==> src/rtl/uart_echo_responder.sv <==
// rtl/uart_echo_responder.sv - echoes every received uart byte back to the transmitter through a small FIFO
//
// Purpose:
//   Consumes completed receive bytes from the uart byte interface, buffers them in
//   a 2**DEPTH_LOG2 entry FIFO and replays them to the transmit byte interface one
//   at a time, pacing on the transmitter's idle level.
//
// Optional feature (macro UART_ECHO_CRLF_EN):
//   When defined, every transmitted CR (0x0D) is automatically followed by an LF
//   (0x0A) that is generated locally and never occupies a FIFO slot.
//
// Ports:
//   clk       in   1              byte-interface clock (uart_clk of the uart top)
//   res_n     in   1              asynchronous active-low reset
//   rx_byte   in   8              received byte, valid when rx_rdy rises
//   rx_rdy    in   1              receiver ready level; each 0->1 transition delivers a byte
//   tx_byte   out  8              byte presented to the transmitter
//   stb       out  1              one-cycle strobe, transmitter captures tx_byte
//   tx_rdy    in   1              transmitter idle level (1 = idle, 0 = sending)
//   level     out  DEPTH_LOG2+1   current FIFO occupancy
//   overflow  out  1              sticky, a byte was dropped on a full FIFO
//   drop_cnt  out  8              number of dropped bytes, saturating at 255

module uart_echo_responder #(
    parameter int DEPTH_LOG2 = 3
) (
    input  logic                  clk,
    input  logic                  res_n,
    input  logic [7:0]            rx_byte,
    input  logic                  rx_rdy,
    output logic [7:0]            tx_byte,
    output logic                  stb,
    input  logic                  tx_rdy,
    output logic [DEPTH_LOG2:0]   level,
    output logic                  overflow,
    output logic [7:0]            drop_cnt
);

    localparam int DEPTH = 1 << DEPTH_LOG2;

`ifdef UART_ECHO_CRLF_EN
    localparam logic [7:0] CR = 8'h0D;
    localparam logic [7:0] LF = 8'h0A;
`endif

    typedef enum logic [1:0] {
        IDLE      = 2'd0,
        WAIT_BUSY = 2'd1,
        WAIT_DONE = 2'd2
`ifdef UART_ECHO_CRLF_EN
        ,
        SEND_LF   = 2'd3
`endif
    } state_t;

    state_t state;
    state_t state_n;

    // ------------------------------------------------------------------
    // Receive edge detection
    // ------------------------------------------------------------------
    logic rx_rdy_q;
    // Cleared by reset and set on the first clock afterwards: a level that is
    // already high when reset lifts must be sampled once before it can count
    // as an edge, otherwise a stale byte would be echoed.
    logic armed;
    logic rise;

    assign rise = rx_rdy & ~rx_rdy_q & armed;

    // ------------------------------------------------------------------
    // FIFO
    // ------------------------------------------------------------------
    logic [7:0]            mem [DEPTH];
    logic [DEPTH_LOG2:0]   wr_ptr;
    logic [DEPTH_LOG2:0]   rd_ptr;
    logic                  empty;
    logic                  full;
    logic                  push;
    logic                  pop;
    logic                  drop;
    logic [7:0]            head;

    assign empty = (wr_ptr == rd_ptr);
    assign full  = (wr_ptr[DEPTH_LOG2] != rd_ptr[DEPTH_LOG2]) &&
                   (wr_ptr[DEPTH_LOG2-1:0] == rd_ptr[DEPTH_LOG2-1:0]);
    assign head  = mem[rd_ptr[DEPTH_LOG2-1:0]];
    assign level = wr_ptr - rd_ptr;

    // A pop in the same cycle frees the slot, so a push into a full FIFO is
    // only refused when nothing is leaving.
    assign push = rise & (~full | pop);
    assign drop = rise & full & ~pop;

    always_ff @(posedge clk) begin
        if (push) begin
            mem[wr_ptr[DEPTH_LOG2-1:0]] <= rx_byte;
        end
    end

    // ------------------------------------------------------------------
    // Transmit sequencing
    // ------------------------------------------------------------------
    logic [2:0] wait_cnt;
    logic       load;
    logic [7:0] load_byte;

    always_comb begin
        state_n   = state;
        load      = 1'b0;
        load_byte = head;
        pop       = 1'b0;
        case (state)
            IDLE: begin
                if (!empty && tx_rdy) begin
                    load    = 1'b1;
                    pop     = 1'b1;
                    state_n = WAIT_BUSY;
                end
            end
            WAIT_BUSY: begin
                // A transmitter that never shows busy within eight cycles is
                // assumed to have taken the byte anyway.
                if (!tx_rdy || wait_cnt == 3'd7) begin
                    state_n = WAIT_DONE;
                end
            end
            WAIT_DONE: begin
                if (tx_rdy) begin
`ifdef UART_ECHO_CRLF_EN
                    // tx_byte still holds the byte that just finished.
                    if (tx_byte == CR) begin
                        state_n = SEND_LF;
                    end else begin
                        state_n = IDLE;
                    end
`else
                    state_n = IDLE;
`endif
                end
            end
`ifdef UART_ECHO_CRLF_EN
            SEND_LF: begin
                if (tx_rdy) begin
                    load      = 1'b1;
                    load_byte = LF;
                    state_n   = WAIT_BUSY;
                end
            end
`endif
            default: begin
                state_n = IDLE;
            end
        endcase
    end

    always_ff @(posedge clk or negedge res_n) begin
        if (!res_n) begin
            state    <= IDLE;
            wait_cnt <= 3'd0;
            tx_byte  <= 8'h00;
            stb      <= 1'b0;
        end else begin
            state <= state_n;
            stb   <= load;
            if (load) begin
                tx_byte <= load_byte;
            end
            if (state == WAIT_BUSY) begin
                wait_cnt <= wait_cnt + 3'd1;
            end else begin
                wait_cnt <= 3'd0;
            end
        end
    end

    always_ff @(posedge clk or negedge res_n) begin
        if (!res_n) begin
            rx_rdy_q <= 1'b0;
            armed    <= 1'b0;
            wr_ptr   <= '0;
            rd_ptr   <= '0;
            overflow <= 1'b0;
            drop_cnt <= 8'd0;
        end else begin
            rx_rdy_q <= rx_rdy;
            armed    <= 1'b1;
            if (push) begin
                wr_ptr <= wr_ptr + 1'b1;
            end
            if (pop) begin
                rd_ptr <= rd_ptr + 1'b1;
            end
            if (drop) begin
                overflow <= 1'b1;
                if (drop_cnt != 8'hFF) begin
                    drop_cnt <= drop_cnt + 8'd1;
                end
            end
        end
    end

endmodule

==> config.mk <==
export PLATFORM = sky130hd
export DESIGN_NAME = uart_echo_responder
export DESIGN_NICKNAME = d
export VERILOG_FILES = /design/src/rtl/uart_echo_responder.sv
export SDC_FILE = /design/constraint.sdc
export NUM_CORES = 1
export LEC_CHECK = 0
export ABC_AREA = 1
export ABC_CLOCK_PERIOD_IN_PS = 2200
export CAP_MARGIN = 5
export CORE_AREA = 2 2 97 99
export DETAILED_ROUTE_END_ITERATION = 7
export DIE_AREA = 0 0 99 101
export MAX_ROUTING_LAYER = met4
export PLACE_DENSITY = 0.78
export SYNTH_ARGS = -nofsm -noshare
export SYNTH_HDL_FRONTEND = slang
export SYNTH_SLANG_ARGS = --single-unit
==> constraint.sdc <==
create_clock -name clk -period 2.2 [get_ports clk]
set_input_delay 0.44 -clock clk [delete_from_list [all_inputs] [get_ports clk]]
set_output_delay 0.44 -clock clk [all_outputs]
set_load 0.05 [all_outputs]
* Word level (Yosys, flattened, before mapping)
Memories as Yosys holds them, arrays and structs flattened. A register that Yosys moved wholly into a read port is not among the register bits.
Index checks and enable logic that the tools add are counted.
** Word-level totals
- Register bits :: 25
- Input port bits :: 12
- Logic and storage cells :: 52
- Output and inout port bits :: 22
- Memories kept :: 1
- Bits in writable memories :: 64
- ROM bits :: 0
- Bits in latches :: 0
** Operators by class
- Div/mod/pow operators :: 0
- Multiplexer cells :: 9
- Reductions and logical operators :: 9
- Eq/ne operators :: 10
- Shift-type cells :: 0
- $mul :: 0
- $add $sub $neg :: 5
- Bitwise gates (word level) :: 9
- Order comparisons :: 0
** Memories
- mem :: words 8, width 8, rd ports 1, clocked after memory_dff 1, write ports 1, RTL line 74 : logic [7:0] mem [DEPTH];
** Operators by type and width (number)
- $add 4x1->4 const B :: 2
- $add 8x1->8 const B :: 1
- $ne 8x8->1 const B :: 1
- $mux 2 :: 3
- $ne 2x2->1 const B :: 3
- $pmux 2 s3 :: 1
- $and 1x1->1 :: 5
- $eq 4x4->1 :: 1
- $mux 1 :: 4
- $sub 4x4->4 :: 1
- $add 3x1->3 const B :: 1
- $eq 3x3->1 :: 1
- $eq 3x3->1 const B :: 1
- $logic_not 1->1 :: 3
- $mux 3 :: 1
- $not 1->1 :: 3
- $reduce_and 3->1 :: 1
- $eq 2x1->1 const B :: 1
- $eq 2x2->1 const B :: 1
- $logic_and 1x1->1 :: 2
- $logic_not 2->1 :: 1
- $reduce_and 2->1 :: 1
- $logic_or 1x1->1 :: 1
- $ne 1x1->1 :: 1
- $or 1x1->1 :: 1

* Depth between registers and ports, before layout
Gate-level depths: netlist (run 1).
- Depth after elaboration :: 9
- Mapped depth :: 11
- Gate-level depth less buffers :: 9

* Worst setup path before layout (run 1)
OpenSTA, ideal clock, no wires.
- Kind :: reg-to-output
- Start point :: register rd_ptr[1]
- End point :: output level[3]
- Data required time :: 1.760 ns
- Buffers on the path :: 2
- Data arrival time :: 2.157 ns
- Cell stages (with the launch flop) :: 8
- Path slack :: -0.397 ns
- Path through :: dfrtp_1 buf_2 inv_2 buf_2 ha_1 nand2_2 o21ai_0 xor2_1
** Between the ends
- Word-level cells in the longest chain between the ends :: 1
** RTL lines
- start, declared :: RTL line 76 : logic [DEPTH_LOG2:0] rd_ptr;
- start signal, assigned :: RTL line 192 : rd_ptr <= rd_ptr + 1'b1;
- $sub 4x4->4 :: RTL line 88 : assign level = wr_ptr - rd_ptr;
- end, declared :: RTL line 34 : output logic [DEPTH_LOG2:0] level,
No other way between the ends.

* Final worst setup path (run 1)
- Start point :: register rd_ptr[2]
- End point :: output level[3]
The elaborated chain is that of the path after synthesis.

==> flow_summary.ini, run 1 <==
[status]
outcome = finished clean

[drt]
vias = 3104
wl_mm = 9.26
routed_via_density = 5.11
wire_per_inst_um = 15.3
drt.antenna.violating_nets = 0
drt_iter0_drc = 258
dr.pass1.iters = 4
drc_errors = 0

[setup_path]
cpPeakStageDelay_ns = 0.38
worstSetupPathType = reg2out
slowest_stage = dfrtp_1
cp_cell_sequence = inv_2, ha_4, nand2_4, o21ai_2, xor2_2, buf_12
reg2reg_from = rd_ptr[2]$_DFFE_PN0P_
cp-end-kind = output port
r2r_cells = 10
r2r_end = mem[1][0]$_DFFE_PP_
crit_required_ns = 1.76
cp_max_fo = 4
critPathLaunchType = flip-flop
cp_top_family = flip-flops
path_buf_inv = 2
r2r_slack_ns = 0.24
worst_ep_arrival_time_ns = 1.69

[floorplan]
rows = 35
die_y_um = 101
initial_core_util_pct = 48.3
core_area_um2 = 8980
ios = 34
dieArea_um2 = 10000
die_x_um = 99

[clocking]
cts.sinks = 97
h-tree-depth = 3
cts_tree = yes
cts_inserted_buffers = 9
cts-root-buf = clkbuf_8
clock_latency_ns = 0.37
max-clock-path-buffers = 2
clk_pin_slew_ns = 0.11
cts-hold-fix-buffers = 0

[pwr]
static-leakage-power_nw = 2.28
p_total_w = 0.00725
ir_drop_uv = 758
powerDensity_nw_per_um2 = 1380

[synth]
synth-seq-cells = 97
yosys.area.top_type = edfxtp_1
syn_inst = 436
yosysTopAreaCellShare_pct = 44.3
async_reset_ff_share_pct = 34.0
synthesis.area_um2 = 4340
synth_cell_types = 27
netlist_top_cells_area = edfxtp_1 (44%), dfrtp_1 (19%), nand2_1 (16%), nand3_1 (5.3%), inv_1 (2.5%)
syn-num-nets = 457
synth_common_cells = nand2_1 (183), edfxtp_1 (64), nand3_1 (46)
synth-edff-count = 64
synthesis.area_per_instance_um2 = 9.95
synth-main-ff-cell = edfxtp_1
ys_warn_count = 0
yosysMostFrequentCell = nand2_1
ys_seq_area_share_pct = 63.3

[timing]
fin_tns_setup_ns = 0
finalCritPeriodShare_pct = 96.8
finalHoldViolations = 0
fmax_mhz = 470
setup_viol = 0
relSlewSlack_pct = 65.9
max_slew.worst_pin.slew_ns = 0.511
drv_slew = 0
setup_ws_ns = 0.0715
fin_skew_ns = 0.0145
period_minus_slack_ns = 2.13

[placed_design]
dp_slack_ns = 0.0937
gp_congestion = 0.968
dp_hpwl_mm = 6.46
portBuffers = 33

[worst_hold_path]
hp-start = wait_cnt[0]$_DFF_PN0_
worstHoldPathType = reg2reg
holdPathStages = 1
holdPathEnd = wait_cnt[0]$_DFF_PN0_

[cells_and_area]
multi_input_area_um2 = 1500
num-fill-cells = 706
n_antenna_cell = 0
fin_nets = 512
final-seq-area_um2 = 2750
drive_above_1_share_pct = 16.7
area_growth_pct = 21.1

[global_routing]
grt_pass1_vias = 2963
antenna_found_initial = 0
grt_pass1_wl_mm = 14.9
overflow = 0
groute.usage.overall_pct = 20.2
grt_max_degree = 37

[run]
drv_cap = 0
[layout make-up]
type / count / area share, %
sequential: 97 / 52.3
multi-input combinational: 291 / 28.5
tap: 111 / 2.64
timing repair buffer: 56 / 10.3
clock inverter: 7 / 1.17
clock buffer: 9 / 2.36
inverter: 36 / 2.64
[per-stage QoR]
step / hold slack [ns] / area, um2 / utilization, % / std cells
6_report: 0.454 / 5250 / 58.5 / 607
5_1_grt: 0.479 / 5250 / 58.5 / 607
4_1_cts: 0.454 / 5190 / 57.8 / 604
3_5_place_dp: 0.441 / 4960 / 55.2 / 584
3_3_place_gp: 0.419 / 4960 / 55.2 / 584
2_1_floorplan: 0.144 / 4400 / - / 436
[cell families after synthesis]
kind of cell	after synthesis	share of synthesized area (%)
adders and majority gates	9	2.77
other	1	0.0864
xor gates and xnor gates	9	1.82
DFF	97	63.3
AOI/OAI and AO/OA	7	1.07
and+or+nand+nor	265	26.3
buffers and inverters	48	4.64
[metal layers]
metal / global-route usage, % / up-vias / part of all wire (%)
met3: 3.33 / 17 / 4.6
met1: 27.0 / 1463 / 44
met4: 6.74 / 0 / 2.0
met5: - / - / 0
li1: - / 1509 / -
met2: 31.8 / 115 / 50
[registers in the layout, summed over array words and instances (netlist names)]
| name | cells |
|---|---|
| wait_cnt | 3 |
| rx_rdy_q | 1 |
| drop_cnt | 8 |
| stb | 1 |
| rd_ptr | 4 |
| overflow | 1 |
| mem | 64 |
| tx_byte | 8 |
| armed | 1 |
| state | 2 |
| wr_ptr | 4 |
[report_power, final]
group	switching, W	total, W	internal, W
Clock	0.000663	0.00110	0.000433
Combinational	0.00234	0.00380	0.00146
Sequential	0.000160	0.00235	0.00219
[cells in the final DEF (no fill, tap or decap), types with 5 or more instances in the layout]
cell             synthesis  routed
nand2_1                183     183
dfrtp_1                 33      32
inv_2                    7       9
xor2_1                   6       5
nand2_2                  6       5
nor2_2                   1       5
nor2_1                  20      13
nand3_1                 46      46
buf_4                    0      23
clkdlybuf4s50_1          0      29
edfxtp_1                64      64
clkbuf_8                 0       9
inv_1                   29      26
ha_1                     8       5
[worst max-delay path by stage]
| stage | startpoint | end | cells past startpoint |
|---|---|---|---|
| after global routing | rd_ptr[1]$_DFFE_PN0P_ | level[3] | 6 |
| after CTS | wr_ptr[0]$_DFFE_PN0P_ | level[1] | 5 |
| final | rd_ptr[2]$_DFFE_PN0P_ | level[3] | 6 |
| after global placement | tx_rdy | mem[3][0]$_DFFE_PP_ | 8 |
| after floorplan | rd_ptr[1]$_DFFE_PN0P_ | mem[3][0]$_DFFE_PP_ | 11 |
| after detailed placement | tx_rdy | mem[1][7]$_DFFE_PP_ | 7 |
[timing repair]
item,in CTS,in global routing
gates resized for setup,4,8
pin swaps,4,4
setup endpoints to repair,3,3
buffers inserted,4,3
Note: power is estimated with default switching activity, not from simulation.
==> run 2: changes to the inputs <==
--- a/config.mk
+++ b/config.mk
@@ -8,9 +8,9 @@
 export ABC_AREA = 1
 export ABC_CLOCK_PERIOD_IN_PS = 2200
 export CAP_MARGIN = 5
-export CORE_AREA = 2 2 97 99
+export CORE_AREA = 2 2 82 116
 export DETAILED_ROUTE_END_ITERATION = 7
-export DIE_AREA = 0 0 99 101
+export DIE_AREA = 0 0 84 118
 export MAX_ROUTING_LAYER = met4
 export PLACE_DENSITY = 0.78
 export SYNTH_ARGS = -nofsm -noshare
==> run 2 against run 1 <==
  * Clock power grew 35%
  * Flip-flop and latch count is the same
  * Core utilization grew 1.3 points
  * Global-route usage grew 0.27 points
  * Maximum frequency shrank 0.51%
  * Worst setup slack lost 0.011 ns
  * First-iteration DRC count grew 35%
  * Critical path depth shrank 2
  * Via count shrank 1.5%
  * Clock skew shrank 0.0057 ns
  * Sequential power is essentially flat
==> flow_summary.ini, run 2 (synthesis gave the netlist of run 1 again) <==
[status]
outcome = finished clean

[setup_path]
r2r_slack_ns = 0.19
cp_max_fo = 19
r2r_end = mem[4][2]$_DFFE_PP_
reg2reg_from = wr_ptr[0]$_DFFE_PN0P_
cp_top_family = flip-flops
cp_cell_sequence = buf_4, fa_2, xnor2_2, buf_12
worstSetupPathType = reg2out
r2r_cells = 9
cp-end-kind = output port
cpPeakStageDelay_ns = 0.39
slowest_stage = dfrtp_1
path_buf_inv = 2
crit_required_ns = 1.76
critPathLaunchType = flip-flop
worst_ep_arrival_time_ns = 1.70

[floorplan]
dieArea_um2 = 9910
rows = 41
initial_core_util_pct = 48.9
die_x_um = 84
core_area_um2 = 8870
ios = 34
die_y_um = 118

[cells_and_area]
fin_util_pct = 59.8
largest_reg_flops = 64
drive_above_1_share_pct = 15.6
area_growth_pct = 22.4
num-fill-cells = 711
n_antenna_cell = 0
final_common_cell = nand2_1
final_area_um2 = 5310
fin_nets = 511
final_cell_mix = nand2_1 (183), edfxtp_1 (64), nand3_1 (46)

[worst_hold_path]
holdPathEnd = wait_cnt[0]$_DFF_PN0_
holdPathStages = 1
worstHoldPathType = reg2reg
hp-start = wait_cnt[0]$_DFF_PN0_

[clocking]
cts_tree = yes
cts_inserted_buffers = 9
cts.sinks = 97
clock_latency_ns = 0.34
h-tree-depth = 3
max-clock-path-buffers = 2
clk_pin_slew_ns = 0.06
cts-root-buf = clkbuf_16

[global_routing]
grt_max_degree = 37
overflow = 0
grt_pass1_wl_mm = 15.1
antenna_found_initial = 0
groute.usage.overall_pct = 20.5
grt_pass1_vias = 3015

[timing]
finalHoldViolations = 0
drv_slew = 0
relSlewSlack_pct = 65.5
fin_tns_setup_ns = 0
fmax_mhz = 467
fin_skew_ns = 0.00887
period_minus_slack_ns = 2.14
finalCritPeriodShare_pct = 97.3
max_slew.worst_pin.slew_ns = 0.517
rsz0062_at_grt = yes
setup_ws_ns = 0.0605
setup_viol = 0

[placed_design]
dp_hpwl_mm = 6.42
portBuffers = 33
dp_slack_ns = 0.0566
place_area_um2 = 4970
gp_congestion = 0.932

[pwr]
powerDensity_nw_per_um2 = 1420
ir_drop_uv = 1910
static-leakage-power_nw = 2.32

[drt]
drc_errors = 0
wl_mm = 9.26
drt.antenna.violating_nets = 0
wire_per_inst_um = 15.4
routed_via_density = 5.08
drt_iter0_drc = 349
vias = 3056
dr.pass1.iters = 4

[run]
drv_cap = 0
run 2: layout make-up:
class                           count  area (um2)  area share, %
Clock buffer                       10         229           4.31
Inverter                           36         139           2.62
Clock inverter                      5        47.5          0.896
Sequential cell                    97        2750           51.8
Multi-Input combinational cell    291        1470           27.7
Tap cell                          107         134           2.52
Timing Repair Buffer               55         543           10.2
run 2: how the worst max path moves through the flow:
stage / to / from / depth (start not counted) / slack, ns
floorplan: mem[3][0]$_DFFE_PP_ / rd_ptr[1]$_DFFE_PN0P_ / 11 / -0.06
global placement: mem[0][3]$_DFFE_PP_ / rx_rdy / 8 / 0.09
detailed placement: mem[4][2]$_DFFE_PP_ / rx_rdy / 7 / 0.06
CTS: level[3] / rd_ptr[2]$_DFFE_PN0P_ / 7 / 0.01
global route: level[3] / rd_ptr[1]$_DFFE_PN0P_ / 6 / -0.009
finish: level[2] / rd_ptr[1]$_DFFE_PN0P_ / 4 / 0.06
run 2: stage by stage:
stage                     std cells  power (W)  hold slack, ns
after floorplan                 436    0.00469           0.144
after global placement          582    0.00590           0.422
after detailed placement        582    0.00593           0.427
after CTS                       598    0.00748           0.435
after global routing            601    0.00796           0.451
final                           601    0.00756           0.429
run 2: power breakdown:
part / switching, W / total (W) / internal, W
clock network: 0.000613 / 0.00148 / 0.000863
logic: 0.00233 / 0.00375 / 0.00142
registers: 0.000140 / 0.00233 / 0.00219
run 2: what timing repair did:
| item | in CTS | in global routing |
|---|---|---|
| pin swaps | 3 | 3 |
| resized for setup | 4 | 5 |
| setup endpoints to repair | 3 | 3 |
| setup buffers | 1 | 3 |
| hold buffers | 0 | 0 |
run 2: layer usage:
| layer | vias to the layer above | wire length (um) | global-route usage, % | share of wire, % |
|---|---|---|---|---|
| met5 | - | 0 | - | 0 |
| met4 | 0 | 379 | 10.9 | 4.1 |
| met3 | 22 | 391 | 3.58 | 4.2 |
| met2 | 81 | 4650 | 33.2 | 50 |
| met1 | 1443 | 3830 | 24.3 | 41 |
| li1 | 1510 | - | - | - |
==> run 3: changes to the inputs <==
--- a/config.mk
+++ b/config.mk
@@ -13,6 +13,8 @@
 export DIE_AREA = 0 0 84 118
 export MAX_ROUTING_LAYER = met4
 export PLACE_DENSITY = 0.78
+export RECOVER_POWER = 100
+export REMOVE_ABC_BUFFERS = 1
 export SYNTH_ARGS = -nofsm -noshare
 export SYNTH_HDL_FRONTEND = slang
 export SYNTH_SLANG_ARGS = --single-unit
==> run 3 against run 2 <==
  * Maximum frequency decreased by 1.1%
  * Via count is 3.1% higher
  * Largest power group unchanged
  * Critical endpoint is now level[1]
  * Power shrank 1.3%
  * First-iteration DRC count is 12% lower
  * Clock power grew 6%
  * Largest cell class unchanged
  * Core utilization decreased by 0.75 points
  * Die area did not move
  * Critical path type unchanged
==> flow_summary.ini, run 3 (synthesis gave the netlist of run 1 again) <==
[status]
outcome = finished clean

[cells_and_area]
fin_nets = 512
final_common_cell = nand2_1
area_growth_pct = 20.9
stdcell_count = 603
n_antenna_cell = 0
drive_above_1_share_pct = 13.1
largest_reg_flops = 64
final_cell_mix = nand2_1 (184), edfxtp_1 (64), nand3_1 (46)

[placed_design]
gp_congestion = 0.854
dp_hpwl_mm = 6.53
portBuffers = 33
dp_slack_ns = -0.0290
dp.cells = 583

[global_routing]
antenna_found_initial = 0
grt_pass1_wl_mm = 15.7
grt_max_degree = 37
groute.usage.overall_pct = 21.4
grt_pass1_vias = 3174
overflow = 0

[timing]
finalCritPeriodShare_pct = 98.3
period_minus_slack_ns = 2.16
fmax_mhz = 462
finalHoldViolations = 0
fin_skew_ns = 0.00532
setup_viol = 0
max_slew.worst_pin.slew_ns = 0.891
relSlewSlack_pct = 40.6
drv_slew = 0
setup_ws_ns = 0.0374

[drt]
drt_iter0_drc = 307
drt.antenna.violating_nets = 0
wire_per_inst_um = 16.0
routed_via_density = 5.23
wl_mm = 9.66
drc_errors = 0
dr.pass1.iters = 5
vias = 3151

[clocking]
cts-root-buf = clkbuf_16
clock_latency_ns = 0.34
cts-hold-fix-buffers = 0
cts_tree = yes
cts_inserted_buffers = 9
cts.sinks = 97
max-clock-path-buffers = 2
clk_pin_slew_ns = 0.06
h-tree-depth = 3

[setup_path]
r2r_cells = 9
cpPeakStageDelay_ns = 0.55
reg2reg_from = wr_ptr[1]$_DFFE_PN0P_
cp_cell_sequence = buf_4, fa_2, inv_1, buf_12
crit_required_ns = 1.76
cp_max_fo = 11
worstSetupPathType = reg2out
worst_ep_arrival_time_ns = 1.72
cp-end-kind = output port
r2r_end = mem[4][0]$_DFFE_PP_
critPathLaunchType = flip-flop
slowest_stage = fa_2
crit_start = rd_ptr[1]$_DFFE_PN0P_
r2r_slack_ns = 0.11

[pwr]
ir_drop_uv = 603
powerDensity_nw_per_um2 = 1420
static-leakage-power_nw = 2.35
p_total_w = 0.00746

[worst_hold_path]
worstHoldPathType = in2async

[floorplan]
core_area_um2 = 8870
rows = 41
dieArea_um2 = 9910
die_y_um = 118
ios = 34
initial_core_util_pct = 48.9
die_x_um = 84

[run]
drv_cap = 0
==> run 3: cell count changes in the layout (fill, tap and decap cells not counted), sizes merged <==
| cell | delta |
|---|---|
| buf | -12 |
| clkbuf | +13 |
| clkdlybuf4s50 | -24 |
| clkinv | -1 |
| dlygate4sd3 | +23 |
| dlymetal6s2s | +1 |
| inv | +2 |
==> run 3: metrics by stage <==
step	hold WS [ns]	utilization (%)	instance area (um2)	TNS, ns
floorplan	0.144	-	4270	-44.69
global placement	0.420	55.4	4910	0
detailed placement	0.429	55.4	4910	-0.186
CTS	0.204	59.5	5280	0
global route	0.283	59.1	5240	-0.00626
finish	0.206	59.1	5240	0
==> run 3: power breakdown <==
part           switching (W)  leakage (nW)  internal [W]  total, W
combinational        0.00223          1.19       0.00129   0.00353
clock               0.000654         0.149      0.000913   0.00157
sequential          0.000176          1.00       0.00219   0.00237
total                0.00306          2.35       0.00440   0.00746
==> run 3: critical path: cells and delay by family (launching register included) <==
kind | cells | cell delay (ns)
adders and majority gates | 1 | 0.55
buffers and inverters | 3 | 0.42
DFF | 1 | 0.41
==> run 3: layout make-up <==
class	instances	area [um2]
Clock buffer	10	239
Clock inverter	6	65.1
Fill cell	724	3630
Inverter	36	135
Multi-Input combinational cell	291	1430
Sequential cell	97	2750
Tap cell	107	134
Timing Repair Buffer	56	494
==> run 3: worst max-delay path by stage <==
stage                     endpoint  slack (ns)  cells past startpoint
6_report                  level[1]        0.04                      4
5_1_grt                   level[2]      -0.004                      4
4_1_cts                   level[3]       0.002                      5
3_5_place_dp   mem[1][4]$_DFFE_PP_       -0.03                      8
3_3_place_gp   mem[1][5]$_DFFE_PP_        0.01                      8
2_1_floorplan  mem[1][0]$_DFFE_PP_       -0.66                      8
==> run 3: what timing repair did <==
action / CTS / global route
setup endpoints to repair: 11 / 15
buffers inserted: 1 / 3
resized for setup: 10 / 5
pin swaps: 3 / 3
==> run 3: metal layers <==
metal  part of all wire, %  track usage [%]
met1                    39             24.0
met2                    54             37.2
met3                   4.5             4.63
met4                   1.9             7.86
met5                     0                -
